--- src/rtl/osd_cdm_spr_bridge_if.sv ---
// Debug-unit access bus between the CDM and the SPR bridge, plus the CDM stall pair.
// master = CDM side (drives strobe/address/data/stall request); slave = bridge side.
// Handshake: du_stb_i is held high until a one-cycle du_ack_o, qualified by du_err_o.
interface osd_cdm_spr_bridge_if;
    logic        du_stall_i;
    logic        du_stall_o;
    logic        du_stb_i;
    logic        du_ack_o;
    logic        du_err_o;
    logic [15:0] du_adr_i;
    logic        du_we_i;
    logic [31:0] du_dat_i;
    logic [31:0] du_dat_o;

    modport master (
        output du_stall_i, du_stb_i, du_adr_i, du_we_i, du_dat_i,
        input  du_stall_o, du_ack_o, du_err_o, du_dat_o
    );

    modport slave (
        input  du_stall_i, du_stb_i, du_adr_i, du_we_i, du_dat_i,
        output du_stall_o, du_ack_o, du_err_o, du_dat_o
    );
endinterface

--- src/rtl/osd_cdm_spr_bridge.sv ---
// Bridges CDM debug accesses onto the CPU SPR port and tracks breakpoint stall state.
// Latency: strobe -> spr_req after 2 edges; spr_ack -> du_ack_o after 2 edges.
// Backpressure: the CDM holds du_stb_i until du_ack_o; the SPR side stalls via spr_ack,
// bounded by TIMEOUT_CYCLES, after which the access completes with du_err_o.
// Ports: clk, rst (sync, active-high); du (CDM bus, slave modport);
//        cpu_stall / cpu_bp (CPU pipeline); spr_* (CPU SPR request port).
module osd_cdm_spr_bridge #(
    parameter int TIMEOUT_CYCLES = 255,
    parameter bit REQUIRE_STALL  = 1'b1
) (
    input  logic                        clk,
    input  logic                        rst,
    osd_cdm_spr_bridge_if.slave         du,
    output logic                        cpu_stall,
    input  logic                        cpu_bp,
    output logic                        spr_req,
    output logic                        spr_we,
    output logic [15:0]                 spr_addr,
    output logic [31:0]                 spr_wdata,
    input  logic                        spr_ack,
    input  logic [31:0]                 spr_rdata
);

    localparam logic [15:0] TIMEOUT_LIM = 16'(TIMEOUT_CYCLES);

    typedef enum logic [2:0] {
        S_IDLE,
        S_REQ,
        S_DONE,
        S_ERR,
        S_HOLD
    } state_t;

    state_t      state;
    logic [15:0] tmo_cnt;
    logic [31:0] rdata_q;
    logic        bp_latched;
    logic        stall_q;

    assign cpu_stall     = du.du_stall_i | bp_latched;
    assign du.du_stall_o = bp_latched;

    // Breakpoint latch: set by cpu_bp, cleared by a falling edge of the CDM stall
    // request. Set has priority so a breakpoint landing on the release is not lost.
    always_ff @(posedge clk) begin
        if (rst) begin
            bp_latched <= 1'b0;
            stall_q    <= 1'b0;
        end else begin
            stall_q <= du.du_stall_i;
            if (cpu_bp)
                bp_latched <= 1'b1;
            else if (stall_q && !du.du_stall_i)
                bp_latched <= 1'b0;
        end
    end

    // Access FSM. All outputs are registered, so each state's outputs appear in the
    // cycle after the state is entered: spr_req rises one cycle into REQ and
    // du_ack_o is visible during the first HOLD cycle.
    always_ff @(posedge clk) begin
        if (rst) begin
            state       <= S_IDLE;
            tmo_cnt     <= '0;
            rdata_q     <= '0;
            spr_req     <= 1'b0;
            spr_we      <= 1'b0;
            spr_addr    <= '0;
            spr_wdata   <= '0;
            du.du_ack_o <= 1'b0;
            du.du_err_o <= 1'b0;
            du.du_dat_o <= '0;
        end else begin
            du.du_ack_o <= 1'b0;
            du.du_err_o <= 1'b0;
            case (state)
                S_IDLE: begin
                    spr_req <= 1'b0;
                    if (du.du_stb_i) begin
                        spr_addr  <= du.du_adr_i;
                        spr_we    <= du.du_we_i;
                        spr_wdata <= du.du_dat_i;
                        tmo_cnt   <= '0;
                        if (REQUIRE_STALL && !cpu_stall)
                            state <= S_ERR;
                        else
                            state <= S_REQ;
                    end
                end

                S_REQ: begin
                    // Counter saturates at the limit so it can never wrap back.
                    if (tmo_cnt != TIMEOUT_LIM)
                        tmo_cnt <= tmo_cnt + 16'd1;
                    // Ack is only meaningful once spr_req is actually driven; it is
                    // checked before the timeout so a coincident ack still succeeds.
                    if (spr_req && spr_ack) begin
                        spr_req <= 1'b0;
                        rdata_q <= spr_we ? 32'h0 : spr_rdata;
                        state   <= S_DONE;
                    end else if (tmo_cnt == TIMEOUT_LIM) begin
                        spr_req <= 1'b0;
                        state   <= S_ERR;
                    end else begin
                        spr_req <= 1'b1;
                    end
                end

                S_DONE: begin
                    du.du_ack_o <= 1'b1;
                    du.du_dat_o <= rdata_q;
                    state       <= S_HOLD;
                end

                S_ERR: begin
                    du.du_ack_o <= 1'b1;
                    du.du_err_o <= 1'b1;
                    du.du_dat_o <= '0;
                    state       <= S_HOLD;
                end

                S_HOLD: begin
                    // Wait for the CDM to drop its strobe so one strobe = one access.
                    if (!du.du_stb_i)
                        state <= S_IDLE;
                end

                default: state <= S_IDLE;
            endcase
        end
    end

endmodule

--- src/flat_wrapper.sv ---
// flat-port wrapper written by rule: the top's interface ports become plain ports
module osd_cdm_spr_bridge_flat 
#(
    parameter int TIMEOUT_CYCLES = 255,
    parameter bit REQUIRE_STALL  = 1'b1
)
  (clk, rst, cpu_stall, cpu_bp, spr_req, spr_we, spr_addr, spr_wdata, spr_ack, spr_rdata, du_du_stall_i, du_du_stb_i, du_du_adr_i, du_du_we_i, du_du_dat_i, du_du_stall_o, du_du_ack_o, du_du_err_o, du_du_dat_o);
  osd_cdm_spr_bridge_if du_i ();
  input  logic clk;
  input  logic rst;
  output logic cpu_stall;
  input  logic cpu_bp;
  output logic spr_req;
  output logic spr_we;
  output logic [15:0] spr_addr;
  output logic [31:0] spr_wdata;
  input  logic spr_ack;
  input  logic [31:0] spr_rdata;
  input wire logic [$bits(du_i.du_stall_i)-1:0] du_du_stall_i;
  input wire logic [$bits(du_i.du_stb_i)-1:0] du_du_stb_i;
  input wire logic [$bits(du_i.du_adr_i)-1:0] du_du_adr_i;
  input wire logic [$bits(du_i.du_we_i)-1:0] du_du_we_i;
  input wire logic [$bits(du_i.du_dat_i)-1:0] du_du_dat_i;
  output wire logic [$bits(du_i.du_stall_o)-1:0] du_du_stall_o;
  output wire logic [$bits(du_i.du_ack_o)-1:0] du_du_ack_o;
  output wire logic [$bits(du_i.du_err_o)-1:0] du_du_err_o;
  output wire logic [$bits(du_i.du_dat_o)-1:0] du_du_dat_o;
  assign du_i.du_stall_i = du_du_stall_i;
  assign du_i.du_stb_i = du_du_stb_i;
  assign du_i.du_adr_i = du_du_adr_i;
  assign du_i.du_we_i = du_du_we_i;
  assign du_i.du_dat_i = du_du_dat_i;
  assign du_du_stall_o = du_i.du_stall_o;
  assign du_du_ack_o = du_i.du_ack_o;
  assign du_du_err_o = du_i.du_err_o;
  assign du_du_dat_o = du_i.du_dat_o;
  osd_cdm_spr_bridge #(.TIMEOUT_CYCLES(TIMEOUT_CYCLES), .REQUIRE_STALL(REQUIRE_STALL)) u_core (.clk(clk), .rst(rst), .du(du_i), .cpu_stall(cpu_stall), .cpu_bp(cpu_bp), .spr_req(spr_req), .spr_we(spr_we), .spr_addr(spr_addr), .spr_wdata(spr_wdata), .spr_ack(spr_ack), .spr_rdata(spr_rdata));
endmodule
--- config.mk ---
export PLATFORM = sky130hd
export DESIGN_NAME = osd_cdm_spr_bridge_flat
export DESIGN_NICKNAME = d
export VERILOG_FILES = /design/src/rtl/osd_cdm_spr_bridge_if.sv /design/src/rtl/osd_cdm_spr_bridge.sv /design/src/flat_wrapper.sv
export SDC_FILE = /design/constraint.sdc
export NUM_CORES = 1
export LEC_CHECK = 0
export BUFFER_PORTS_ARGS = -buffer_cell sky130_fd_sc_hd__buf_4
export CAP_MARGIN = 25
export CORE_UTILIZATION = 30
export CTS_BUF_LIST = sky130_fd_sc_hd__clkbuf_4 sky130_fd_sc_hd__clkbuf_8
export DETAILED_ROUTE_END_ITERATION = 10
export GPL_TIMING_DRIVEN = 0
export PLACE_DENSITY = 0.54
export SLEW_MARGIN = 25
export SYNTH_ARGS = -nofsm -noshare
export SYNTH_HDL_FRONTEND = slang
export SYNTH_SLANG_ARGS = --single-unit
--- constraint.sdc ---
create_clock -name clk -period 1.6 [get_ports clk]
set_input_delay 0.16 -clock clk [delete_from_list [all_inputs] [get_ports clk]]
set_output_delay 0.16 -clock clk [all_outputs]
set_load 0.02 [all_outputs]
# Yosys cells after proc, flatten, opt, wreduce, memory -nomap -nowiden
# Cells that the tools add are included.
[word_totals]
ff_bits = 137
in_bits = 87
output_inout_bits = 86
wordCells = 54
[op_classes]
n_addsub = 1
n_eq_ne = 10
n_mux = 18
bitwise = 1
n_reduce_logical = 12
[ops]
columns = ["cell", "n"]
rows = [
  ["$pmux W32 S2", 1],
  ["$mux W16", 2],
  ["$mux W32", 1],
  ["$pmux W16 S2", 1],
  ["$add A16 B1 Y16 const B", 1],
  ["$eq A16 B8 Y1 const B", 1],
  ["$ne A16 B8 Y1 const B", 1],
  ["$mux W3", 4],
  ["$pmux W3 S4", 1],
  ["$eq A3 B2 Y1 const B", 2],
  ["$mux W1", 6],
  ["$reduce_and A3 Y1", 2],
  ["$reduce_bool A2 Y1", 3],
  ["$ne A2 B2 Y1 const B", 2],
  ["$reduce_and A2 Y1", 2],
  ["$eq A3 B1 Y1 const B", 1],
  ["$eq A3 B3 Y1 const B", 1],
  ["$logic_not A3 Y1", 1],
  ["$ne A3 B1 Y1 const B", 1],
  ["$logic_and A1 B1 Y1", 2],
  ["$mux W2", 1],
  ["$ne A2 B1 Y1 const B", 1],
  ["$pmux W1 S2", 1],
  ["$reduce_or A2 Y1", 1],
  ["2 further kinds", 2],
]

# Depth between registers and ports, before layout
[depth]
word_depth = 4
depth_mapped = 6
mapped_depth_nobuf = 5

# Worst setup path before layout
# OpenSTA, ideal clock, no wires.
[synth_timing]
path_kind = "flip-flop to flip-flop"
start = "register u_core.tmo_cnt[0]"
end = "register u_core.tmo_cnt[8]"
setup_time_ps = 70
t_arrival_ps = 1615
required_time_ps = 1530
slack_ps = -85
path_stages_with_launch = 7
n_path_buf = 1
synth_period_minus_slack_ps = 1685
path_cell_list = "dfxtp_1 ha_1 and3_1 and4_1 buf_6 a2111o_1 a21oi_1"
[synth_between]
elab_chain_len = 3
elab_cells_between_ends = 6
classes_between = "add/sub (1); eq/ne (2); mux (2); reduce/logical (1)"
[synth_lines]
columns = ["element", "line_no", "text"]
rows = [
  ["start: declaration", "osd_cdm_spr_bridge.sv:35", "logic [15:0] tmo_cnt;"],
  ["start signal: assignment", "osd_cdm_spr_bridge.sv:94", "tmo_cnt <= tmo_cnt + 16'd1;"],
  ["$add A16 B1 Y16 / $ne A16 B8 Y1 (equally long branches)", "osd_cdm_spr_bridge.sv:94, osd_cdm_spr_bridge.sv:93", ""],
  ["$mux W16 / $ne A2 B1 Y1 (equally long branches)", "n/a", ""],
  ["$pmux W16 S2 / $reduce_and A3 Y1 (equally long branches)", "n/a", ""],
]
# Several ways; a longest one is shown, not always the timed one. The select of a mux whose other input is x is not followed.
# A chain may end at the register's enable or synchronous reset.

# Worst setup path in the final report
[layout_timing]
start = "register u_core.tmo_cnt[1]"
end = "register u_core.tmo_cnt[8]"
# The elaborated chain is that of the path after synthesis.

==> impl_metrics.tcl <==
set metrics [dict create \
    grt_first_pass_wirelength_um 26100 \
    finClkSkew_ns 0.00862 \
    postRouteAntennaNets 0 \
    die_y_um 135 \
    dp_hpwl_um 11300 \
    clock_sinks 137 \
    r2r_slack_ns -0.04 \
    worstRegToRegCells 6 \
    worstHoldPathType "input pin to flip-flop" \
    cts_root_buf "clkbuf_8" \
    synth_cell_type_count 44 \
    rows 48 \
    worstSetupPathType "flip-flop to flip-flop" \
    synthSimpleGateAreaFrac_pct 27.6 \
    synth_edf_count 0 \
    initial_utilization_pct 30.7 \
    clk_pin_slew_worst_paths_ns 0.07 \
    drt_first_pass_iters 4 \
    synthCells 639 \
    fin_crit_sh_pct 103 \
    slew_violations 0 \
    clock_path_buffers 2 \
    num_vias 5470 \
    grt_overflow 0 \
    power_density_mw_per_mm2 962 \
    area_growth_pct 61.9 \
    max_freq_ghz 0.609 \
    synth_top_family_by_area "simple AND/OR/NAND/NOR gates" \
    synthTopCellsByArea "dfxtp_1, a21oi_1, nand2_1, nand3b_1, nor3b_1" \
    nets 1017 \
    cts_buffers 17 \
    final.setup.tns_ns -0.0422 \
    cp_slowest_cell "a2111o_1" \
    cap_violations 0 \
    grt_max_degree 17 \
    viasPerCell 4.69 \
    ys_seq_area_share_pct 51.6 \
    final_cell_area_sq_mm 0.00861 \
    irDropWorstVdd_uv 584 \
    total_power_mw 8.28 \
    max_stage_delay_ns 0.41 \
    setup_viol 1 \
    path_max_fanout 5 \
    grt_pass1_vias 5168 \
    fin_crit_ns 1.64 \
    cts_max_level 4 \
    grtUsageTotal_pct 18.3 \
    synth_ff_type "dfxtp_1" \
    syn-num-nets 727 \
    synth.area.mux_share_pct 0.377 \
    core_area_sq_mm 0.0173 \
    violations "negative setup slack" \
    async_reset_ff_share_pct 0 \
    clk-insertion-delay-late_ns 0.43 \
    hold_depth 3 \
    io_pins 173 \
    p_leak_nw 3.42 \
    cts_tree "built" \
    cp_data_required_time_ns 1.96 \
    synth_xor_area_share_pct 0 \
    drc_errors 0 \
    layout-drive-gt1-share_pct 30.1 \
    synth_top_area_share_pct 51.6 \
    cp_data_arrival_time_ns 2.00 \
    synthAdderAreaFrac_pct 0.235 \
    outcome "finished with violations" \
    relSlewSlack_pct 59.3 \
    ys_ff_latch 137 \
    yosys_warnings 0 \
    worst_hold_slack_ns 0.0353 \
    dr.first_iter.drc_count 331 \
    post_dp_cell_area_sq_mm 0.00689 \
    endpoint_kind "flip-flop" \
    die_w_um 135 \
    layout.cells.non_filler 1167 \
    antenna_found_initial 0 \
    die_area_sq_mm 0.0183 \
    worstPathCellList "ha_4 > and3_4 > and4_4 > buf_8 > a2111o_1 > a21oi_1" \
    syn_area_per_cell_sq_um 8.32 \
    routed_wl_um 17000 \
    synth_compound_gate_area_share_pct 15.9 \
    place.gp.congestion 0.784 \
    rsz0062_at_grt "true" \
    tightest_slew_ns 0.611 \
    dp.cells 1035 \
    hold_viol 0 \
    start_kind "flip-flop" \
    portBuffers 171 \
    yosysTopAreaCell "dfxtp_1" \
    layout_setup_ws_ns -0.0422 \
    wl_per_cell_um 14.6 \
    synthesis.area_sq_mm 0.00532 \
    n_antenna_cell 0 \
]
[synthesized netlist by cell type, drive strengths merged (2+ instances only)]
master,instances
a211oi,3
a21oi,125
a31oi,5
and3,4
and4,4
buf,13
clkbuf,38
dfxtp,137
inv,3
mux2i,2
nand2,144
nand2b,2
nand3,7
nand3b,33
nand4,3
nand4b,2
nor2,40
nor2b,2
nor3b,33
nor4,5
nor4b,2
o211ai,4
o21ai,8
or3,3
or4,2
[repair_timing]
item | 4_1_cts | 5_1_grt
buffers inserted | 6 | 8
pin swaps | 4 | 18
setup endpoints to repair | 130 | 92
resized for setup | 39 | 63
hold buffers | 83 | 0
cloned | 0 | 5
hold endpoints to repair | 83 | 0
[critical path, delay by kind of cell (launching register included)]
| family | cells | cell delay (ns) |
|---|---|---|
| AO/OA/AOI/OAI | 2 | 0.53 |
| AND/OR/NAND/NOR | 2 | 0.40 |
| flip-flops | 1 | 0.36 |
| adder cells (fa/ha/maj) | 1 | 0.16 |
| buffers and inverters | 1 | 0.14 |
[cell usage in the layout, fill, tap and decap left out, types with 2 or more instances in the layout]
master,count
dfxtp_4,6
inv_1,3
clkbuf_8,21
a211oi_1,2
nor4_4,3
o21ai_0,6
or3_1,3
nand3_1,7
and3_1,3
nor3b_1,33
clkbuf_16,2
bufinv_16,4
clkbuf_4,9
nand3b_1,33
clkinv_2,2
nor2_4,2
o21ai_1,2
and4_4,3
nor4b_4,2
nor2_1,37
a21oi_1,124
clkbuf_2,13
buf_4,183
buf_6,6
dlygate4sd3_1,83
nand2_2,2
nand2_1,142
nand4_1,3
clkbuf_1,19
buf_12,2
a31oi_1,5
clkinv_4,2
buf_1,3
o211ai_1,4
buf_2,2
mux2i_1,2
nand4b_1,2
dfxtp_1,125
dfxtp_2,6
[cell type report]
| cell class | count | area, sq um |
|---|---|---|
| multi-input cells | 448 | 2480 |
| repair buffers | 273 | 2310 |
| clock buffers | 22 | 297 |
| well taps | 225 | 282 |
| fillers | 1695 | 8690 |
| plain buffers | 49 | 282 |
| inverters | 3 | 11.3 |
| flip-flops and latches | 137 | 2770 |
| clock inverters | 10 | 164 |
[per-layer routing]
metal | share of wire [%] | routed length, um | GRT usage, % | up-vias
li1 | - | - | - | 2779
met1 | 46 | 7910 | 23.6 | 2534
met2 | 47 | 8070 | 29.3 | 155
met3 | 5.8 | 994 | 5.71 | 2
met4 | 0.27 | 46 | 4.93 | 0
met5 | 0 | 0 | 0 | -
[cell families (layout without fill, tap and decap cells)]
kind of cell             Yosys count  in the layout
AO/OA/AOI/OAI                    156            156
AND/OR/NAND/NOR                  289            289
buffers and inverters             54            357
adder cells (fa/ha/maj)            1              1
flip-flops                       137            137
multiplexers                       2              2
[metrics by stage]
stage / setup WS (ns) / utilization (%)
final: -0.0422 / 49.8
after global placement: -0.490 / 39.8
after detailed placement: -0.456 / 39.8
after floorplan: 0.00488 / -
after CTS: -0.0229 / 48.3
after global routing: -0.0669 / 49.8
[path summary, 6_finish.rpt]
path	from	endpoint
max	u_core.tmo_cnt[1]	u_core.tmo_cnt[8]
min	spr_rdata[24]	u_core.rdata_q[24]
max reg2reg	u_core.tmo_cnt[1]	u_core.tmo_cnt[8]
min reg2reg	u_core.rdata_q[23]	u_core.rdata_q[23]
[registers in the layout, summed over array words and instances (netlist names), 3 cells and up]
| register | flops |
|---|---|
| u_core.rdata_q | 32 |
| u_core.spr_wdata | 32 |
| u_core.tmo_cnt | 16 |
| u_core.spr_addr | 16 |
| u_core.state | 3 |
| u_core.du.du_dat_o | 32 |
[power breakdown]
group	internal, mW	switching [mW]
clock	1.89	1.36
combinational	0.670	0.739
sequential	3.54	0.0847
total	6.10	2.18
Note: power is estimated with default switching activity, not from simulation.
